[src/rtl/mux_pkg.sv]
// Shared types for the N-way registered select.
// Holds the storage state encoding and the widest beat layout.
package mux_pkg;

  localparam int MAX_N = 16;

  typedef enum logic [1:0] {
    EMPTY,
    ONE,
    TWO
  } state_t;

  // Widest beat. Instances build the same layout
  // sized to their own WIDTH and SEL_W.
  typedef struct packed {
    logic [63:0] data;
    logic [3:0]  sel;
    logic        err;
  } beat_max_t;

endpackage

[src/rtl/skid_buf.sv]
// Two-entry valid/ready register with a skid slot.
// in_ready depends only on local state, never on out_ready.
import mux_pkg::*;

module skid_buf #(
  parameter int W = 8
) (
  input  logic         clk,
  input  logic         reset_n,
  input  logic         in_valid,
  output logic         in_ready,
  input  logic [W-1:0] in_data,
  output logic         out_valid,
  input  logic         out_ready,
  output logic [W-1:0] out_data
);

  state_t       state;
  logic [W-1:0] main_q;
  logic [W-1:0] skid_q;

  assign out_data = main_q;

  always_ff @(posedge clk or negedge reset_n) begin
    if (!reset_n) begin
      state     <= EMPTY;
      main_q    <= '0;
      skid_q    <= '0;
      in_ready  <= 1'b1;
      out_valid <= 1'b0;
    end else begin
      unique case (state)
        EMPTY: begin
          if (in_valid) begin
            main_q    <= in_data;
            out_valid <= 1'b1;
            state     <= ONE;
          end
        end
        ONE: begin
          unique case ({in_valid, out_ready})
            2'b11: main_q <= in_data;
            2'b10: begin
              skid_q   <= in_data;
              in_ready <= 1'b0;
              state    <= TWO;
            end
            2'b01: begin
              out_valid <= 1'b0;
              state     <= EMPTY;
            end
            default: ;
          endcase
        end
        TWO: begin
          if (out_ready) begin
            main_q   <= skid_q;
            in_ready <= 1'b1;
            state    <= ONE;
          end
        end
        default: begin
          state     <= EMPTY;
          in_ready  <= 1'b1;
          out_valid <= 1'b0;
        end
      endcase
    end
  end

endmodule

[src/rtl/muxn_pipe.sv]
// N-way select with error flag feeding a skid buffer.
// Out-of-range selects produce zero data with sel_err set.
import mux_pkg::*;

module muxn_pipe #(
  parameter  int WIDTH = 32,
  parameter  int N     = 4,
  localparam int SEL_W = $clog2(N)
) (
  input  logic             clk,
  input  logic             reset_n,
  input  logic [WIDTH-1:0] d [N],
  input  logic [SEL_W-1:0] s,
  input  logic             in_valid,
  output logic             in_ready,
  output logic [WIDTH-1:0] y,
  output logic [SEL_W-1:0] sel_q,
  output logic             sel_err,
  output logic             out_valid,
  input  logic             out_ready
);

  if (N < 2 || N > MAX_N) begin : g_bad_n
    $error("muxn_pipe: N out of range");
  end

  typedef struct packed {
    logic [WIDTH-1:0] data;
    logic [SEL_W-1:0] sel;
    logic             err;
  } beat_t;

  localparam int BW = $bits(beat_t);

  beat_t nxt;
  beat_t cur;
  logic [BW-1:0] cur_bits;

  always_comb begin
    nxt.data = '0;
    nxt.sel  = s;
    nxt.err  = 1'b1;
    for (int i = 0; i < N; i++) begin
      if (s == SEL_W'(i)) begin
        nxt.data = d[i];
        nxt.err  = 1'b0;
      end
    end
  end

  skid_buf #(
    .W(BW)
  ) u_buf (
    .clk      (clk),
    .reset_n  (reset_n),
    .in_valid (in_valid),
    .in_ready (in_ready),
    .in_data  (BW'(nxt)),
    .out_valid(out_valid),
    .out_ready(out_ready),
    .out_data (cur_bits)
  );

  assign cur     = beat_t'(cur_bits);
  assign y       = cur.data;
  assign sel_q   = cur.sel;
  assign sel_err = cur.err;

endmodule

[config.mk]
export PLATFORM = sky130hd
export DESIGN_NAME = muxn_pipe
export DESIGN_NICKNAME = d
export VERILOG_FILES = /design/src/rtl/mux_pkg.sv /design/src/rtl/skid_buf.sv /design/src/rtl/muxn_pipe.sv
export SDC_FILE = /design/constraint.sdc
export NUM_CORES = 1
export LEC_CHECK = 0
export BUFFER_PORTS_ARGS = -buffer_cell sky130_fd_sc_hd__buf_2
export CORE_UTILIZATION = 53
export CTS_BUF_LIST = sky130_fd_sc_hd__clkbuf_8
export DETAILED_ROUTE_END_ITERATION = 8
export PLACE_DENSITY = 0.88
export SYNTH_ARGS = -nofsm -noshare
export SYNTH_HDL_FRONTEND = slang
export SYNTH_SLANG_ARGS = --single-unit
[constraint.sdc]
create_clock -name clk -period 3.7 [get_ports clk]
set_input_delay 0 -clock clk [delete_from_list [all_inputs] [get_ports clk]]
set_output_delay 0 -clock clk [all_outputs]
set_load 0.03 [all_outputs]
==> results of run 1 <==
power by group:
| group | switching (mW) | internal (mW) | leakage (nW) | total, mW |
|---|---|---|---|---|
| Clock | 0.284 | 0.366 | 0.110 | 0.650 |
| Sequential | 0.198 | 1.13 | 0.893 | 1.33 |
| Combinational | 0.585 | 0.497 | 1.42 | 1.08 |
| Total | 1.07 | 1.99 | 2.42 | 3.06 |
sequential cells by signal, indices dropped and copies added, names as in the netlist:
signal and cells:
u_buf.in_ready 1, u_buf.out_data 35, u_buf.out_valid 1, u_buf.skid_q 35, u_buf.state 2
what timing repair did:
item / in CTS / in global routing
endpoints found under the hold margin: 73 / 0
setup buffers: 0 / 0
hold buffers: 1 / 0
final timing paths:
kind | from | slack, ns | to
min in group asynchronous | reset_n | 0.31 | u_buf.out_data[1]$_DFFE_PN0P_
setup reg to reg | u_buf.state[1]$_DFFE_PN0P_ | 1.13 | u_buf.skid_q[6]$_DFFE_PN0P_
max in group asynchronous | reset_n | 2.76 | u_buf.state[0]$_DFFE_PN0P_
hold / removal | in_valid | 0.07 | u_buf.in_ready$_DFFE_PN1P_
setup / recovery | u_buf.state[1]$_DFFE_PN0P_ | 1.13 | u_buf.skid_q[6]$_DFFE_PN0P_
hold reg to reg | u_buf.skid_q[11]$_DFFE_PN0P_ | 0.50 | u_buf.skid_q[11]$_DFFE_PN0P_
critical path, stage by stage, from the launching register on:
cell and delay (ns):
dfrtp_1 0.80, nand2b_1 0.43, nor2_4 0.79, mux2_2 0.42
area by class of cell:
| type | instances | area, um^2 | share of cell area, % |
|---|---|---|---|
| well taps | 99 | 123.9 | 2.457 |
| multi-input cells | 156 | 1964 | 38.96 |
| repair buffers | 174 | 885.9 | 17.57 |
| clock buffers | 12 | 165.2 | 3.275 |
| clock inverters | 4 | 50.05 | 0.9926 |
| flip-flops and latches | 74 | 1853 | 36.75 |
cells by family (layout without fill, tap and decap cells):
logic type,after synthesis,count (layout)
flip-flops,74,74
multiplexers,71,71
AO/OA/AOI/OAI,40,40
buffers and inverters,29,190
AND/OR/NAND/NOR,45,45
through the flow:
step	utilization [%]	hold WS [ns]	power [mW]	worst slack, ns
5_1_grt	69.52	0.08790	3.211	0.9937
3_5_place_dp	66.41	0.1871	2.422	1.158
6_report	69.52	0.06803	3.062	1.130
3_3_place_gp	66.41	0.1837	2.366	1.254
2_1_floorplan	-	-0.2956	2.059	2.234
4_1_cts	69.52	0.05933	3.077	1.154
routing by layer:
layer  up-vias  GRT usage (%)  share of wire, %
met5         -              0                 0
met1      1569          34.55                42
li1       1395              -                 -
met2       149          41.89                50
met4         0          10.56               1.2
met3        12          4.944               7.0
cells in the mapped netlist, drive strengths merged:
cell	instances
nor2b	3
o21ai	1
o32a	1
clkbuf	15
nand3b	1
and4b	32
and3b	1
nand2	1
o22ai	2
mux4	32
mux2	38
mux2i	1
a21oi	2
nor2	3
dfstp	1
o2bb2ai	1
a221o	32
a21boi	1
buf	14
dfrtp	73
nand2b	4
cells in the final DEF, fill, tap and decap left out:
cell / n
a21boi_0: 1
a21oi_1: 1
a21oi_4: 1
a221o_1: 32
and3b_1: 1
and4b_1: 32
buf_2: 169
buf_4: 4
bufinv_16: 1
clkbuf_8: 12
clkinv_4: 1
clkinvlp_4: 1
dfrtp_1: 73
dfstp_2: 1
dlygate4sd3_1: 1
inv_1: 1
mux2_2: 38
mux2i_1: 1
mux4_1: 4
mux4_2: 28
nand2_1: 1
nand2b_1: 4
nand3b_1: 1
nor2_1: 1
nor2_2: 1
nor2_4: 1
nor2b_1: 3
o21ai_0: 1
o22ai_1: 2
o2bb2ai_1: 1
o32a_1: 1
==> results.toml, run 1 <==
[yosys]
synthMuxAreaShare_pct = 29.63
synth_top_family_by_area = "multiplexers"
synth_top_area_share_pct = 46.11
synth_warnings = 0
synth-compound-area-share_pct = 9.539
syn_area_per_cell_um2 = 15.29
ys_types = 26
synth_area_mm2 = 0.003961
synth_xor_area_share_pct = 0
synthSimpleGateAreaFrac_pct = 10.04
synth-adder-area-share_pct = 0
synthTopCellsByArea = "dfrtp_1 (46%), mux4_2 (16%), mux2_2 (11%), a221o_1 (8.1%), and4b_1 (8.1%)"
ys_ff_latch = 74
synth_nets = 393
ys_seq_area_share_pct = 46.78
synth_area_leader_cell = "dfrtp_1"
syn_inst = 259

[timing]
fin_skew_ns = 0.01233
fmax_mhz = 389.1
slew_viol_final = 0
fin_setup_tns_ns = 0
fin_crit_sh_pct = 69.46
setup_viol = 0
min_period_ns = 2.570
rsz0062_at_grt = "false"
hold_viol = 0
max_slew_margin_pct = 26.06
max_slew.worst_pin.slew_ns = 1.109

[setup_path]
worst-endpoint-arrival_ns = 2.79
cp.required_ns = 3.92
cp-start-kind = "flop"
worstSetupPathType = "flop to flop"
reg2regPathDepth = 3
crit_path_end_kind = "flop"
cp_max_fo = 40

[detailed_routing]
drt_pre_antenna_iters = 4
vias = 3125
wl_um = 9583
drt-initial-drc-count = 181
wl_per_cell_um = 18.46
viasPerCell = 6.021
drc = 0
postRouteAntennaNets = 0

[die]
dieArea_mm2 = 0.007824
ios = 171
rows = 31
die_y_um = 88.46
initial_utilization_pct = 54.61
die_w_um = 88.46
coreArea_mm2 = 0.007253

[global_routing]
gr-usage-all-layers_pct = 25.83
grt.overflow.total = 0
grt_pass1_wl_um = 15040
grt_pass1_vias = 3038
grt_max_degree = 75
grt_antenna_before_repair = 0

[clock_network]
clkSinkCount = 74
clk_path_buf_depth = 2
cts_resized = 0
cts_buffers = 9
cts_root_buf = "clkbuf_8"
clk_pin_slew_ns = 0.07
h-tree-depth = 3
cts_tree = "yes"
insertion_delay_ns = 0.34

[layout]
fillers = 522
areaGrowthSynthToFinish_pct = 27.29
fin_area_mm2 = 0.005042
antenna_cells = 0
final_cells = 519
fin_nets = 549
drive_gt1_share_pct = 61.43

[power]
leakagePower_nw = 2.425
irDropWorstVdd_mv = 0.2699
power_density_mw_per_mm2 = 607.3

[run_status]
status = "completed"

[placed_design]
dp_cells = 502
numPortBuffers = 170
place_area_mm2 = 0.004817
dpl.hpwl_um = 6571
gp_congestion = 0.7465

[worst_hold_path]
hp-class = "primary input to flop"
worstHoldPathCells = 3

[flow_run]
drv_cap = 0
(Power assumes the default switching activity.)
==> inputs of run 2 (changes only) <==
--- a/config.mk
+++ b/config.mk
@@ -6,10 +6,10 @@
 export NUM_CORES = 1
 export LEC_CHECK = 0
 export BUFFER_PORTS_ARGS = -buffer_cell sky130_fd_sc_hd__buf_2
-export CORE_UTILIZATION = 53
+export CORE_UTILIZATION = 49
 export CTS_BUF_LIST = sky130_fd_sc_hd__clkbuf_8
 export DETAILED_ROUTE_END_ITERATION = 8
-export PLACE_DENSITY = 0.88
+export PLACE_DENSITY = 0.82
 export SYNTH_ARGS = -nofsm -noshare
 export SYNTH_HDL_FRONTEND = slang
 export SYNTH_SLANG_ARGS = --single-unit
==> constraint.sdc (replaced) <==
create_clock -name clk -period 2.5 [get_ports clk]
set_input_delay 0 -clock clk [delete_from_list [all_inputs] [get_ports clk]]
set_output_delay 0 -clock clk [all_outputs]
set_load 0.03 [all_outputs]
==> run 2 against run 1 <==
Net effect: design area is 1.6% higher; power increased by 50%; combinational power grew 52%; critical path depth grew 1; wire length increased by 0.57%.
==> results.toml, run 2 (same netlist as run 1, synthesis figures left out) <==
[detailed_routing]
top_layer = "met4"
wl_per_cell_um = 18.29
route.met3.wl_um = 773
drc = 0
drt-initial-drc-count = 229
wl_met2_um = 4685
vias = 3091
drt_pre_antenna_iters = 4
postRouteAntennaNets = 0
viasPerCell = 5.865
met1_length_um = 4024
wl_um = 9638

[setup_path]
worst-endpoint-arrival_ns = 2.14
worstSetupPathType = "flop to flop"
cp-start-kind = "flop"
cp.required_ns = 2.73
crit_path_end_kind = "flop"
cp_max_fo = 18

[layout]
fin_nets = 554
areaGrowthSynthToFinish_pct = 29.34
layout_commonest_cell = "buf_2"
final_cell_mix = "buf_2 (169), dfrtp_1 (73), mux2_2 (38), and4b_1 (32), a221o_1 (32)"
fin_util_pct = 65.96
final_cells = 527
fillers = 596
antenna_cells = 0
fin_area_mm2 = 0.005124
drive_gt1_share_pct = 62.12
regArea_mm2 = 0.001853
multi_input_area_mm2 = 0.001964

[timing]
min_period_ns = 1.908
rsz0062_at_grt = "false"
max_slew_margin_pct = 39.62
max_slew.worst_pin.slew_ns = 0.9056
hold_viol = 0
fmax_mhz = 524.2
finalWorstSetupSlack_ns = 0.5922
fin_skew_ns = 0.008399
hold_ws_ns = 0.05597
fin_setup_tns_ns = 0
fin_crit_sh_pct = 76.31
setup_viol = 0
slew_viol_final = 0

[run_status]
status = "completed"

[placed_design]
dpl.hpwl_um = 6894
place_area_mm2 = 0.004896
dp_cells = 510
gp_congestion = 0.7388
numPortBuffers = 170
post-place-ws_ns = 0.5937

[global_routing]
grt_antenna_before_repair = 0
grt_pass1_vias = 3066
grt_max_degree = 75
gr-usage-all-layers_pct = 23.96
grt.overflow.total = 0
grt_pass1_wl_um = 15520

[clock_network]
cts_root_buf = "clkbuf_8"
insertion_delay_ns = 0.35
cts_tree = "yes"
cts_buffers = 9
h-tree-depth = 3
clkSinkCount = 74
clk_path_buf_depth = 2
clk_pin_slew_ns = 0.07

[die]
coreArea_mm2 = 0.007767
die_y_um = 91.91
ios = 171
rows = 32
dieArea_mm2 = 0.008447
initial_utilization_pct = 51.00
die_w_um = 91.91

[power]
p_total_mw = 4.599
irDropWorstVdd_mv = 0.4821
power_density_mw_per_mm2 = 897.6
leakagePower_nw = 2.469

[worst_hold_path]
hp-class = "primary input to flop"

[flow_run]
drv_cap = 0
run 2: cell count changes in the layout (fill, tap and decap cells not counted):
cell | before | now
buf_12 | 0 | 3
buf_4 | 4 | 6
bufinv_16 | 1 | 2
clkbuf_8 | 12 | 10
clkinv_2 | 0 | 4
clkinv_4 | 1 | 0
clkinvlp_4 | 1 | 0
inv_1 | 1 | 0
run 2: power by group:
| part | switching (mW) | internal (mW) |
|---|---|---|
| clock | 0.434 | 0.582 |
| combinational | 0.882 | 0.758 |
| sequential | 0.268 | 1.68 |
run 2: critical path: stages, from the launching register on:
cell	delay, ns
dfrtp_1	0.51
buf_4	0.25
and3b_1	0.21
a21oi_4	0.42
mux2_2	0.39
run 2: final timing paths:
path / start / to / slack [ns] / cells past startpoint
min in group asynchronous: reset_n / u_buf.out_data[16]$_DFFE_PN0P_ / 0.32 / 2
worst max-delay path: u_buf.state[1]$_DFFE_PN0P_ / u_buf.out_data[1]$_DFFE_PN0P_ / 0.59 / 4
worst min-delay path: in_valid / u_buf.in_ready$_DFFE_PN1P_ / 0.06 / 3
worst min register to register: u_buf.skid_q[20]$_DFFE_PN0P_ / u_buf.skid_q[20]$_DFFE_PN0P_ / 0.50 / 1
worst max register to register: u_buf.state[1]$_DFFE_PN0P_ / u_buf.out_data[1]$_DFFE_PN0P_ / 0.59 / 4
max in group asynchronous: reset_n / u_buf.skid_q[33]$_DFFE_PN0P_ / 1.59 / 2
run 2: repair_timing:
| action | in CTS | in global routing |
|---|---|---|
| endpoints found under the hold margin | 73 | 0 |
| hold buffers | 1 | 0 |
| gates resized for setup | 0 | 0 |
| setup buffers | 0 | 0 |
run 2: routing by layer:
| metal | vias to the layer above | GRT usage [%] |
|---|---|---|
| li1 | 1404 | - |
| met1 | 1530 | 32.20 |
| met2 | 144 | 38.18 |
| met3 | 13 | 5.307 |
| met4 | 0 | 9.115 |
| met5 | - | 0 |
run 2: area by class of cell:
cell class	instances	share of cell area (%)
Multi-Input combinational cell	156	38.34
Timing Repair Buffer	179	18.75
Clock buffer	10	2.686
Clock inverter	6	1.563
Tap cell	102	2.491
Sequential cell	74	36.17
